===== config.mk =====
export PLATFORM = sky130hd
export DESIGN_NAME = pipelined_decoder
export DESIGN_NICKNAME = d
export VERILOG_FILES = /design/src/rtl/pipelined_decoder.sv
export SDC_FILE = /design/constraint.sdc
export NUM_CORES = 1
export LEC_CHECK = 0
export CORE_MARGIN = 2
export CORE_UTILIZATION = 46
export CTS_CLUSTER_DIAMETER = 200
export DETAILED_ROUTE_END_ITERATION = 10
export GPL_ROUTABILITY_DRIVEN = 0
export PLACE_DENSITY = 0.79
export SETUP_SLACK_MARGIN = 0.02
export SYNTH_ARGS = -nofsm -noshare
export SYNTH_HDL_FRONTEND = slang
export SYNTH_SLANG_ARGS = --single-unit
export TNS_END_PERCENT = 10

===== constraint.sdc =====
create_clock -name clk -period 1.9 [get_ports clk]
set_input_delay 0.57 -clock clk [delete_from_list [all_inputs] [get_ports clk]]
set_output_delay 0.57 -clock clk [all_outputs]
set_load 0.05 [all_outputs]

===== src/rtl/pipelined_decoder.sv =====
// Registered valid/ready pico-MIPS decoder with multi-cycle MULT stall.
// Optional illegal-opcode trap: define ILLEGAL_OP_TRAP_EN.
`ifndef RADD
`define RADD 3'd2
`endif
`ifndef RSUB
`define RSUB 3'd3
`endif
`ifndef ADD
`define ADD  6'd1
`define SUB  6'd2
`define ADDI 6'd3
`define SUBI 6'd4
`define BEQ  6'd5
`define BNQ  6'd6
`define JMP  6'd7
`define MULT 6'd8
`define STIN 6'd9
`define LOUT 6'd10
`endif

module pipelined_decoder #(
  parameter int OPCODE_W     = 6,
  parameter int ALU_FUNC_W   = 3,
  parameter int MULT_LATENCY = 2
) (
  input  logic                  clk,
  input  logic                  reset,
  input  logic                  in_valid,
  output logic                  in_ready,
  input  logic [OPCODE_W-1:0]   opcode,
  input  logic                  ZF,
  output logic                  out_valid,
  input  logic                  out_ready,
  output logic [ALU_FUNC_W-1:0] alu_func,
  output logic                  pc_rel_branch,
  output logic                  reg_write,
  output logic                  immediate,
  output logic                  mult,
  output logic                  read_in,
  output logic                  write_out,
  output logic                  illegal
);

  localparam logic [OPCODE_W-1:0] OP_ADD  = OPCODE_W'(`ADD);
  localparam logic [OPCODE_W-1:0] OP_SUB  = OPCODE_W'(`SUB);
  localparam logic [OPCODE_W-1:0] OP_ADDI = OPCODE_W'(`ADDI);
  localparam logic [OPCODE_W-1:0] OP_SUBI = OPCODE_W'(`SUBI);
  localparam logic [OPCODE_W-1:0] OP_BEQ  = OPCODE_W'(`BEQ);
  localparam logic [OPCODE_W-1:0] OP_BNQ  = OPCODE_W'(`BNQ);
  localparam logic [OPCODE_W-1:0] OP_JMP  = OPCODE_W'(`JMP);
  localparam logic [OPCODE_W-1:0] OP_MULT = OPCODE_W'(`MULT);
  localparam logic [OPCODE_W-1:0] OP_STIN = OPCODE_W'(`STIN);
  localparam logic [OPCODE_W-1:0] OP_LOUT = OPCODE_W'(`LOUT);

  localparam logic [ALU_FUNC_W-1:0] F_ADD = ALU_FUNC_W'(`RADD);
  localparam logic [ALU_FUNC_W-1:0] F_SUB = ALU_FUNC_W'(`RSUB);

  localparam logic [3:0] CNT_LOAD = 4'(MULT_LATENCY - 1);

  typedef enum logic [1:0] {
    IDLE,
    ISSUE,
    MULT_WAIT
  } state_t;

  typedef struct packed {
    logic [ALU_FUNC_W-1:0] alu_func;
    logic                  pc_rel_branch;
    logic                  reg_write;
    logic                  immediate;
    logic                  mult;
    logic                  read_in;
    logic                  write_out;
    logic                  illegal;
  } ctrl_t;

  state_t     state_q, state_d;
  logic [3:0] cnt_q, cnt_d;
  ctrl_t      word_q, word_d;
  ctrl_t      dec, mult_word;
  logic       accept, is_mult;

  assign out_valid = (state_q == ISSUE);
  assign in_ready  = (state_q != MULT_WAIT) &
                     (!out_valid | out_ready);
  assign accept    = in_valid & in_ready;
  assign is_mult   = (opcode == OP_MULT);

  always_comb begin
    mult_word           = '0;
    mult_word.mult      = 1'b1;
    mult_word.reg_write = 1'b1;
  end

  always_comb begin
    dec = '0;
    unique case (1'b1)
      (opcode == OP_ADD),
      (opcode == OP_ADDI): begin
        dec.alu_func  = F_ADD;
        dec.reg_write = 1'b1;
        dec.immediate = (opcode == OP_ADDI);
      end
      (opcode == OP_SUB),
      (opcode == OP_SUBI): begin
        dec.alu_func  = F_SUB;
        dec.reg_write = 1'b1;
        dec.immediate = (opcode == OP_SUBI);
      end
      (opcode == OP_BEQ): dec.pc_rel_branch = ZF;
      (opcode == OP_BNQ): dec.pc_rel_branch = !ZF;
      (opcode == OP_JMP): dec.pc_rel_branch = 1'b1;
      (opcode == OP_MULT): dec = mult_word;
      (opcode == OP_STIN): begin
        dec.read_in   = 1'b1;
        dec.reg_write = 1'b1;
      end
      (opcode == OP_LOUT): dec.write_out = 1'b1;
      default: begin
`ifdef ILLEGAL_OP_TRAP_EN
        dec.illegal = 1'b1;
`else
        dec.illegal = 1'b0;
`endif
      end
    endcase
  end

  always_comb begin
    state_d = state_q;
    cnt_d   = cnt_q;
    word_d  = word_q;
    case (state_q)
      IDLE, ISSUE: begin
        if (accept) begin
          if (!is_mult || MULT_LATENCY == 1) begin
            word_d  = dec;
            state_d = ISSUE;
          end else begin
            cnt_d   = CNT_LOAD;
            state_d = MULT_WAIT;
          end
        end else if (state_q == ISSUE && out_ready) begin
          state_d = IDLE;
        end
      end
      MULT_WAIT: begin
        cnt_d = cnt_q - 4'd1;
        // last stall cycle: the MULT word becomes visible next cycle
        if (cnt_q == 4'd1) begin
          word_d  = mult_word;
          state_d = ISSUE;
        end
      end
      default: state_d = IDLE;
    endcase
  end

  always_ff @(posedge clk or posedge reset) begin
    if (reset) begin
      state_q <= IDLE;
      cnt_q   <= '0;
      word_q  <= '0;
    end else begin
      state_q <= state_d;
      cnt_q   <= cnt_d;
      word_q  <= word_d;
    end
  end

  assign alu_func      = word_q.alu_func;
  assign pc_rel_branch = word_q.pc_rel_branch;
  assign reg_write     = word_q.reg_write;
  assign immediate     = word_q.immediate;
  assign mult          = word_q.mult;
  assign read_in       = word_q.read_in;
  assign write_out     = word_q.write_out;
  assign illegal       = word_q.illegal;

endmodule


==> results of run 1 <==
## stage by stage
step	worst slack [ps]	std cells	area, um2	power, uW	utilization, %
floorplan	124	80	836	576	-
global placement	-323	127	1090	660	63.7
global route	-46.6	134	1170	900	68.6
CTS	10.4	130	1100	835	64.7
finish	25.9	134	1170	845	68.6
detailed placement	-352	127	1090	672	63.7
## cells by family (layout without fill, tap and decap cells)
logic type                 Yosys count  count (layout)
and+or+nand+nor                     32              32
DFF                                 14              14
AOI/OAI and AO/OA                   10              10
buffers and inverters                9              38
muxes                                8               8
xor gates and xnor gates             3               3
adders and majority gates            2               2
other                                1               2
## layer usage
layer / GRT usage, % / wire [um] / up-vias
li1: - / - / 330
met1: 25.1 / 830 / 322
met2: 28.1 / 842 / 18
met3: 3.53 / 80 / 4
met4: 8.57 / 46 / 0
met5: 0 / 0 / -
## critical path, stage by stage
cell and delay, ps:
clkdlybuf4s50_1 460, nor2_1 190, nand2_2 110, a21oi_4 230
buf_6 160, mux2_4 300
## sequential cells by signal (all words and copies together), names as in the netlist
| name | cells |
|---|---|
| state_q | 2 |
| mult | 1 |
| reg_write | 1 |
| immediate | 1 |
| pc_rel_branch | 1 |
| write_out | 1 |
| cnt_q | 4 |
| read_in | 1 |
| alu_func | 2 |
## worst max path at each step
stage | startpoint | end | slack (ps) | cells past startpoint
5_1_grt | opcode[0] | immediate | -50 | 6
4_1_cts | opcode[3] | immediate | 10 | 5
3_3_place_gp | opcode[2] | immediate | -320 | 5
6_report | opcode[0] | immediate | 30 | 6
2_1_floorplan | state_q[1] | in_ready | 120 | 2
3_5_place_dp | opcode[2] | immediate | -350 | 5
## cell type report
cell class / instances / area [um2]
clock buffer: 3 / 22.5
fill: 132 / 537
inverter: 4 / 15.0
multi-input combinational: 57 / 462
sequential: 14 / 350
tap: 25 / 31.3
timing repair buffer: 31 / 290
## cell usage in the layout (no fill, tap or decap), drive strengths merged, types with 3 or more instances in the layout
cell           count
nand3b             3
a21oi              4
nor2               4
clkbuf             3
dfrtp             14
inv                4
nor3               4
nor3b              4
clkdlybuf4s50      4
dlygate4sd2        4
mux2               7
buf               21
nand2              6
## what timing repair did
action	CTS	global route
hold endpoints to repair	0	0
pin swaps	1	2
gates resized for setup	5	11
setup endpoints to repair	8	8
setup buffers	0	4
hold buffers	0	0
## power by group
group	internal, uW	leakage [uW]	switching [uW]
clock network	73.3	0.0000138	90.6
logic	143	0.000391	151
registers	345	0.000183	43.4
==> impl_metrics.yaml, run 1 <==
status:
  status: "finished, final reports clean"
synth:
  synth-main-ff-cell: "dfrtp_1"
  synth_top_family_by_area: "simple AND/OR/NAND/NOR gates"
  synth-compound-area-share_pct: 9.09
  synth_common_cells: "dfrtp_1, mux2_2, nand2_1"
  synth_edf_count: 0
  ys_ff_latch: 14
  synth-adder-area-share_pct: 3.03
  postSynthCellCount: 79
  synthSimpleGateAreaFrac_pct: 25.3
  ys.warnings.count: 0
  ys_top_cells_by_area: "dfrtp_1, mux2_2, nor3b_1, ha_1, nor4b_4"
  synth.most_common_cell: "dfrtp_1"
  synthesis.area_um2: 826
  ys_types: 33
  synthArstFlopShare_pct: 100
  synth_largest_area_cell: "dfrtp_1"
  yosys.area.top_type_share_pct: 42.4
  muxShareOfSynthArea_pct: 10.8
  syn_area_per_cell_um2: 10.5
  synth_xor_area_share_pct: 3.18
  ys_seq_area_share_pct: 42.4
global_route:
  grt_max_degree: 15
  track_usage_pct: 18.4
  grt_pass1_wl_um: 2690
  antenna_found_initial: 0
  grt_pass1_vias: 576
  grt_overflow_total: 0
clocking:
  htreeDepth: 1
  tritoncts: "built"
  clk_latency_ps: 280
  cts_max_path_buffers: 2
  clock-sinks: 14
  clk_pin_slew_ps: 80
  numCtsBuffers: 3
  cts_root_buffer: "clkbuf_4"
routing:
  avgRoutedWirePerCell_um: 13.4
  drt-pass1-iter-count: 4
  avgViaCountPerCell: 5.03
  vias: 674
  ant_nets: 0
  drt_iter0_drc: 6
  drc: 0
  wl_um: 1800
hold_path:
  hold_path_end: "mult"
  hold_start: "mult"
  hold_depth: 1
  hold_class: "flip-flop to flip-flop"
worst_setup_path:
  r2r_end: "immediate"
  cp-end-kind: "flip-flop"
  cp-start-kind: "input port"
  reg2regPathDepth: 6
  worst-path-max-fanout: 4
  r2r_slack_ps: 120
  crit-reg2reg-launch: "cnt_q[0]"
  arrival_ps: 2030
  critPathKind: "input port to flip-flop"
  worstPathRequired_ps: 2060
final_layout:
  area_growth_pct: 41.8
  finish.net_count: 124
  drive_gt1_share_pct: 40.4
  n_antenna_cell: 0
timing:
  rsz0062_at_grt: "yes"
  slew_headroom_pct: 64.8
  hold_viol: 0
  finClkSkew_ps: 8.14
  fmax_mhz: 534
  finalMaxSlewViolations: 0
  worst_pin_slew_ps: 527
  finalSetupViolations: 0
  holdWs_ps: 511
  min_period_ps: 1870
  timing.final.crit_share_pct: 98.6
  tns_ps: 0
placement:
  port_buffers: 20
  dpl.hpwl_um: 1290
floorplanning:
  dieWidth_um: 46.4
  die_h_um: 46.4
  core_um2: 1710
  rows: 15
  die_area_um2: 2150
  initial_core_util_pct: 48.4
  boundaryPins: 23
run:
  cap_viol_max_count: 0
pwr:
  p_per_area_nw_per_um2: 722
  p_leak_uw: 0.000587
  peakVddDrop_mv: 0.567
(Power assumes the default switching activity.)
==> inputs of run 2 (changes only) <==
--- a/config.mk
+++ b/config.mk
@@ -5,12 +5,13 @@
 export SDC_FILE = /design/constraint.sdc
 export NUM_CORES = 1
 export LEC_CHECK = 0
+export ABC_CLOCK_PERIOD_IN_PS = 1900
 export CORE_MARGIN = 2
 export CORE_UTILIZATION = 46
 export CTS_CLUSTER_DIAMETER = 200
 export DETAILED_ROUTE_END_ITERATION = 10
 export GPL_ROUTABILITY_DRIVEN = 0
-export PLACE_DENSITY = 0.79
+export PLACE_DENSITY = 0.77
 export SETUP_SLACK_MARGIN = 0.02
 export SYNTH_ARGS = -nofsm -noshare
 export SYNTH_HDL_FRONTEND = slang
==> impl_metrics.yaml, run 2 (same netlist as run 1, synthesis figures left out) <==
routing:
  vias: 682
  drt-pass1-iter-count: 4
  avgViaCountPerCell: 5.05
  drt_iter0_drc: 11
  drc: 0
  wl_um: 1690
  ant_nets: 0
  avgRoutedWirePerCell_um: 12.5
floorplanning:
  boundaryPins: 23
  die_h_um: 46.4
  initial_core_util_pct: 48.4
  core_um2: 1710
  die_area_um2: 2150
  rows: 15
  dieWidth_um: 46.4
placement:
  port_buffers: 20
  dpl.hpwl_um: 1250
  dpl-instance-area_um2: 1100
timing:
  finalSetupViolations: 0
  finClkSkew_ps: 4.02
  min_period_ps: 1860
  timing.final.crit_share_pct: 97.7
  worst_pin_slew_ps: 549
  hold_viol: 0
  rsz0062_at_grt: "yes"
  finalMaxSlewViolations: 0
  holdWs_ps: 510
  fmax_mhz: 539
  slew_headroom_pct: 63.4
pwr:
  p_leak_uw: 0.000580
  p_per_area_nw_per_um2: 762
  peakVddDrop_mv: 0.697
final_layout:
  final_area_um2: 1170
  largest_register_ffs: 4
  final_common_cell: "buf_4"
  finish.net_count: 124
  regMostFlops: "cnt_q"
  n_antenna_cell: 0
  drive_gt1_share_pct: 40.0
  area_growth_pct: 42.3
  final_cell_mix: "buf_4, dfrtp_1, nand2_1, clkdlybuf4s50_1"
run:
  cap_viol_max_count: 0
worst_setup_path:
  cp-start-kind: "input port"
  worstPathRequired_ps: 2080
  cp.depth: 6
  worst-path-max-fanout: 8
  r2r_end: "immediate"
  crit-reg2reg-launch: "cnt_q[0]"
  arrival_ps: 2030
  cp_slowest_cell: "clkdlybuf4s50_1"
  setup.worst_path.end: "immediate"
  critPathKind: "input port to flip-flop"
  critical_path_buf_inv_count: 2
  max_stage_delay_ps: 460
  path_cells: "clkdlybuf4s50_1, nor2_1, nand2_2, a21oi_4, buf_12, mux2_2"
  startpoint: "opcode[1]"
  r2r_slack_ps: 170
  reg2regPathDepth: 6
  crit_family: "buffers and inverters"
  cp-end-kind: "flip-flop"
clocking:
  tritoncts: "built"
  cts_root_buffer: "clkbuf_4"
  clk_latency_ps: 290
  clock-sinks: 14
  cts_max_path_buffers: 2
  clk_pin_slew_ps: 80
  numCtsBuffers: 3
  htreeDepth: 1
hold_path:
  hold_start: "pc_rel_branch"
  hold_class: "flip-flop to flip-flop"
global_route:
  track_usage_pct: 16.5
  grt_max_degree: 15
  antenna_found_initial: 0
  grt_overflow_total: 0
  grt_pass1_wl_um: 2440
  grt_pass1_vias: 577
status:
  status: "finished, final reports clean"
run 2: final cells by class:
type                            instances  area, um2
Tap cell                               25       31.3
Clock buffer                            4       36.3
Inverter                                4       15.0
Timing Repair Buffer                   31        293
Multi-Input combinational cell         57        449
Sequential cell                        14        350
Fill cell                             131        533
run 2: per-stage QoR:
stage | TNS, ps | std cells | worst slack [ps] | util (%) | power [uW]
after global placement | -3500 | 129 | -341 | 64.5 | 662
final | 0 | 135 | 44.6 | 68.8 | 896
after CTS | -0.280 | 133 | -0.280 | 66.4 | 889
after detailed placement | -4010 | 129 | -393 | 64.5 | 674
after global routing | -0.895 | 135 | -0.895 | 68.8 | 948
after floorplan | 0 | 80 | 124 | - | 576
run 2: worst min path at each step:
stage	endpoint	slack [ps]	cells past startpoint
after floorplan	alu_func[0]	460	1
after global placement	pc_rel_branch	490	1
after detailed placement	alu_func[1]	500	1
after CTS	pc_rel_branch	520	1
after global routing	mult	520	1
final	pc_rel_branch	510	1
run 2: report_power, final:
group          switching (uW)  leakage (uW)  internal [uW]
combinational             147      0.000376            142
clock                     102     0.0000210            117
sequential               43.4      0.000183            345
run 2: repair_timing:
item / CTS / global route
resized for setup: 5 / 4
setup buffers: 0 / 2
hold buffers: 0 / 0
setup endpoints to repair: 8 / 8
pin swaps: 2 / 2
gates cloned: 0 / 0
run 2: per-layer routing:
layer	GRT usage (%)	part of all wire [%]
met1	23.3	46
met2	23.6	46
met3	2.35	5.2
met4	10.3	2.5
met5	0	0
==> inputs of run 3 (changes only) <==
--- a/config.mk
+++ b/config.mk
@@ -8,10 +8,11 @@
 export ABC_CLOCK_PERIOD_IN_PS = 1900
 export CORE_MARGIN = 2
 export CORE_UTILIZATION = 46
-export CTS_CLUSTER_DIAMETER = 200
+export CTS_CLUSTER_DIAMETER = 40
 export DETAILED_ROUTE_END_ITERATION = 10
 export GPL_ROUTABILITY_DRIVEN = 0
 export PLACE_DENSITY = 0.77
+export RECOVER_POWER = 50
 export SETUP_SLACK_MARGIN = 0.02
 export SYNTH_ARGS = -nofsm -noshare
 export SYNTH_HDL_FRONTEND = slang
==> impl_metrics.yaml, run 3 (same netlist as run 1, synthesis figures left out) <==
routing:
  wl_um: 1690
  drc: 0
  avgRoutedWirePerCell_um: 12.5
  drt-pass1-iter-count: 4
  vias: 683
  avgViaCountPerCell: 5.06
  drt_iter0_drc: 11
  ant_nets: 0
final_layout:
  final_cell_mix: "dfrtp_1, buf_4, nand2_1"
  n_antenna_cell: 0
  drive_gt1_share_pct: 36.4
  finish.net_count: 124
  area_growth_pct: 40.5
  regMostFlops: "cnt_q"
  largest_register_ffs: 4
global_route:
  grt_max_degree: 15
  grt_overflow_total: 0
  track_usage_pct: 16.5
  antenna_found_initial: 0
  grt_pass1_wl_um: 2440
  use_met1_pct: 23.3
  top_usage_layer: "met2"
  grt_pass1_vias: 577
  met3_usage_pct: 2.35
  use_met2_pct: 23.6
clocking:
  numCtsBuffers: 3
  htreeDepth: 1
  cts_max_path_buffers: 2
  tritoncts: "built"
  clk_latency_ps: 290
  clock-sinks: 14
  cts_root_buffer: "clkbuf_4"
  clk_pin_slew_ps: 80
timing:
  min_period_ps: 1860
  finalMaxSlewViolations: 0
  hold_viol: 0
  timing.final.crit_share_pct: 97.6
  finClkSkew_ps: 3.95
  setup_ws_ps: 44.8
  worst_pin_slew_ps: 593
  rsz0062_at_grt: "yes"
  fmax_mhz: 539
  holdWs_ps: 510
  finalSetupViolations: 0
  slew_headroom_pct: 60.6
placement:
  dpl.hpwl_um: 1250
  port_buffers: 20
  place_ws_ps: -393
floorplanning:
  core_um2: 1710
  initial_core_util_pct: 48.4
  die_h_um: 46.4
  die_area_um2: 2150
  dieWidth_um: 46.4
  boundaryPins: 23
  rows: 15
worst_setup_path:
  worstPathRequired_ps: 2080
  cp-end-kind: "flip-flop"
  arrival_ps: 2030
  cp_slowest_cell: "clkdlybuf4s50_1"
  critPathKind: "input port to flip-flop"
  crit_family: "buffers and inverters"
  max_stage_delay_ps: 460
  path_cells: "clkdlybuf4s50_1, nor2_1, nand2_2, a21oi_4, buf_12, mux2_2"
  critical_path_buf_inv_count: 2
  cp-start-kind: "input port"
  worst-path-max-fanout: 8
pwr:
  p_per_area_nw_per_um2: 770
  total_power_uw: 893
  p_leak_uw: 0.000564
  peakVddDrop_mv: 0.697
status:
  status: "finished, final reports clean"
hold_path:
  hold_class: "flip-flop to flip-flop"
run:
  cap_viol_max_count: 0
==> run 3: cell types whose count changed in the layout (fill, tap and decap cells not counted), sizes merged <==
cell,previous run,this run
buf,21,17
clkbuf,4,8
clkdlybuf4s50,5,4
dlygate4sd3,0,1
==> run 3: layer usage <==
| layer | part of all wire [%] | vias to the layer above |
|---|---|---|
| met5 | 0 | - |
| met4 | 2.5 | 0 |
| met3 | 5.0 | 5 |
| met2 | 46 | 23 |
| met1 | 46 | 321 |
| li1 | - | 334 |
==> run 3: cell type report <==
cell class / count / area, um2
Fill cell: 135 / 548
Inverter: 4 / 15.0
Multi-Input combinational cell: 57 / 449
Timing Repair Buffer: 31 / 278
Tap cell: 25 / 31.3
Clock buffer: 4 / 36.3
Sequential cell: 14 / 350
==> run 3: worst paths after layout <==
path / from / end / slack [ps] / cells past startpoint
max in group asynchronous: reset / immediate / 780 / 2
min reg2reg: pc_rel_branch / pc_rel_branch / 510 / 1
max: opcode[1] / immediate / 40 / 6
max reg2reg: cnt_q[0] / immediate / 170 / 6
min: pc_rel_branch / pc_rel_branch / 510 / 1
min in group asynchronous: reset / reg_write / 760 / 2
==> run 3: stage by stage <==
stage | setup TNS (ps) | instances | util [%] | cell area (um2)
6_report | 0 | 135 | 67.9 | 1160
3_5_place_dp | -4010 | 129 | 64.5 | 1100
5_1_grt | -0.897 | 135 | 67.9 | 1160
4_1_cts | -0.280 | 133 | 66.4 | 1130
3_3_place_gp | -3500 | 129 | 64.5 | 1100
2_1_floorplan | 0 | 80 | - | 836
==> run 3: repair_timing <==
action | CTS | global route
setup buffers | 0 | 2
gates resized for setup | 5 | 4
endpoints found under the hold margin | 0 | 0
gates cloned | 0 | 0
endpoints found under the setup margin | 8 | 8
pin swaps | 2 | 2
hold buffers | 0 | 0
==> run 3: where the power goes <==
| part | internal (uW) | total (uW) | switching, uW |
|---|---|---|---|
| Sequential | 345 | 388 | 43.3 |
| Clock | 117 | 219 | 102 |
| Combinational | 139 | 286 | 147 |
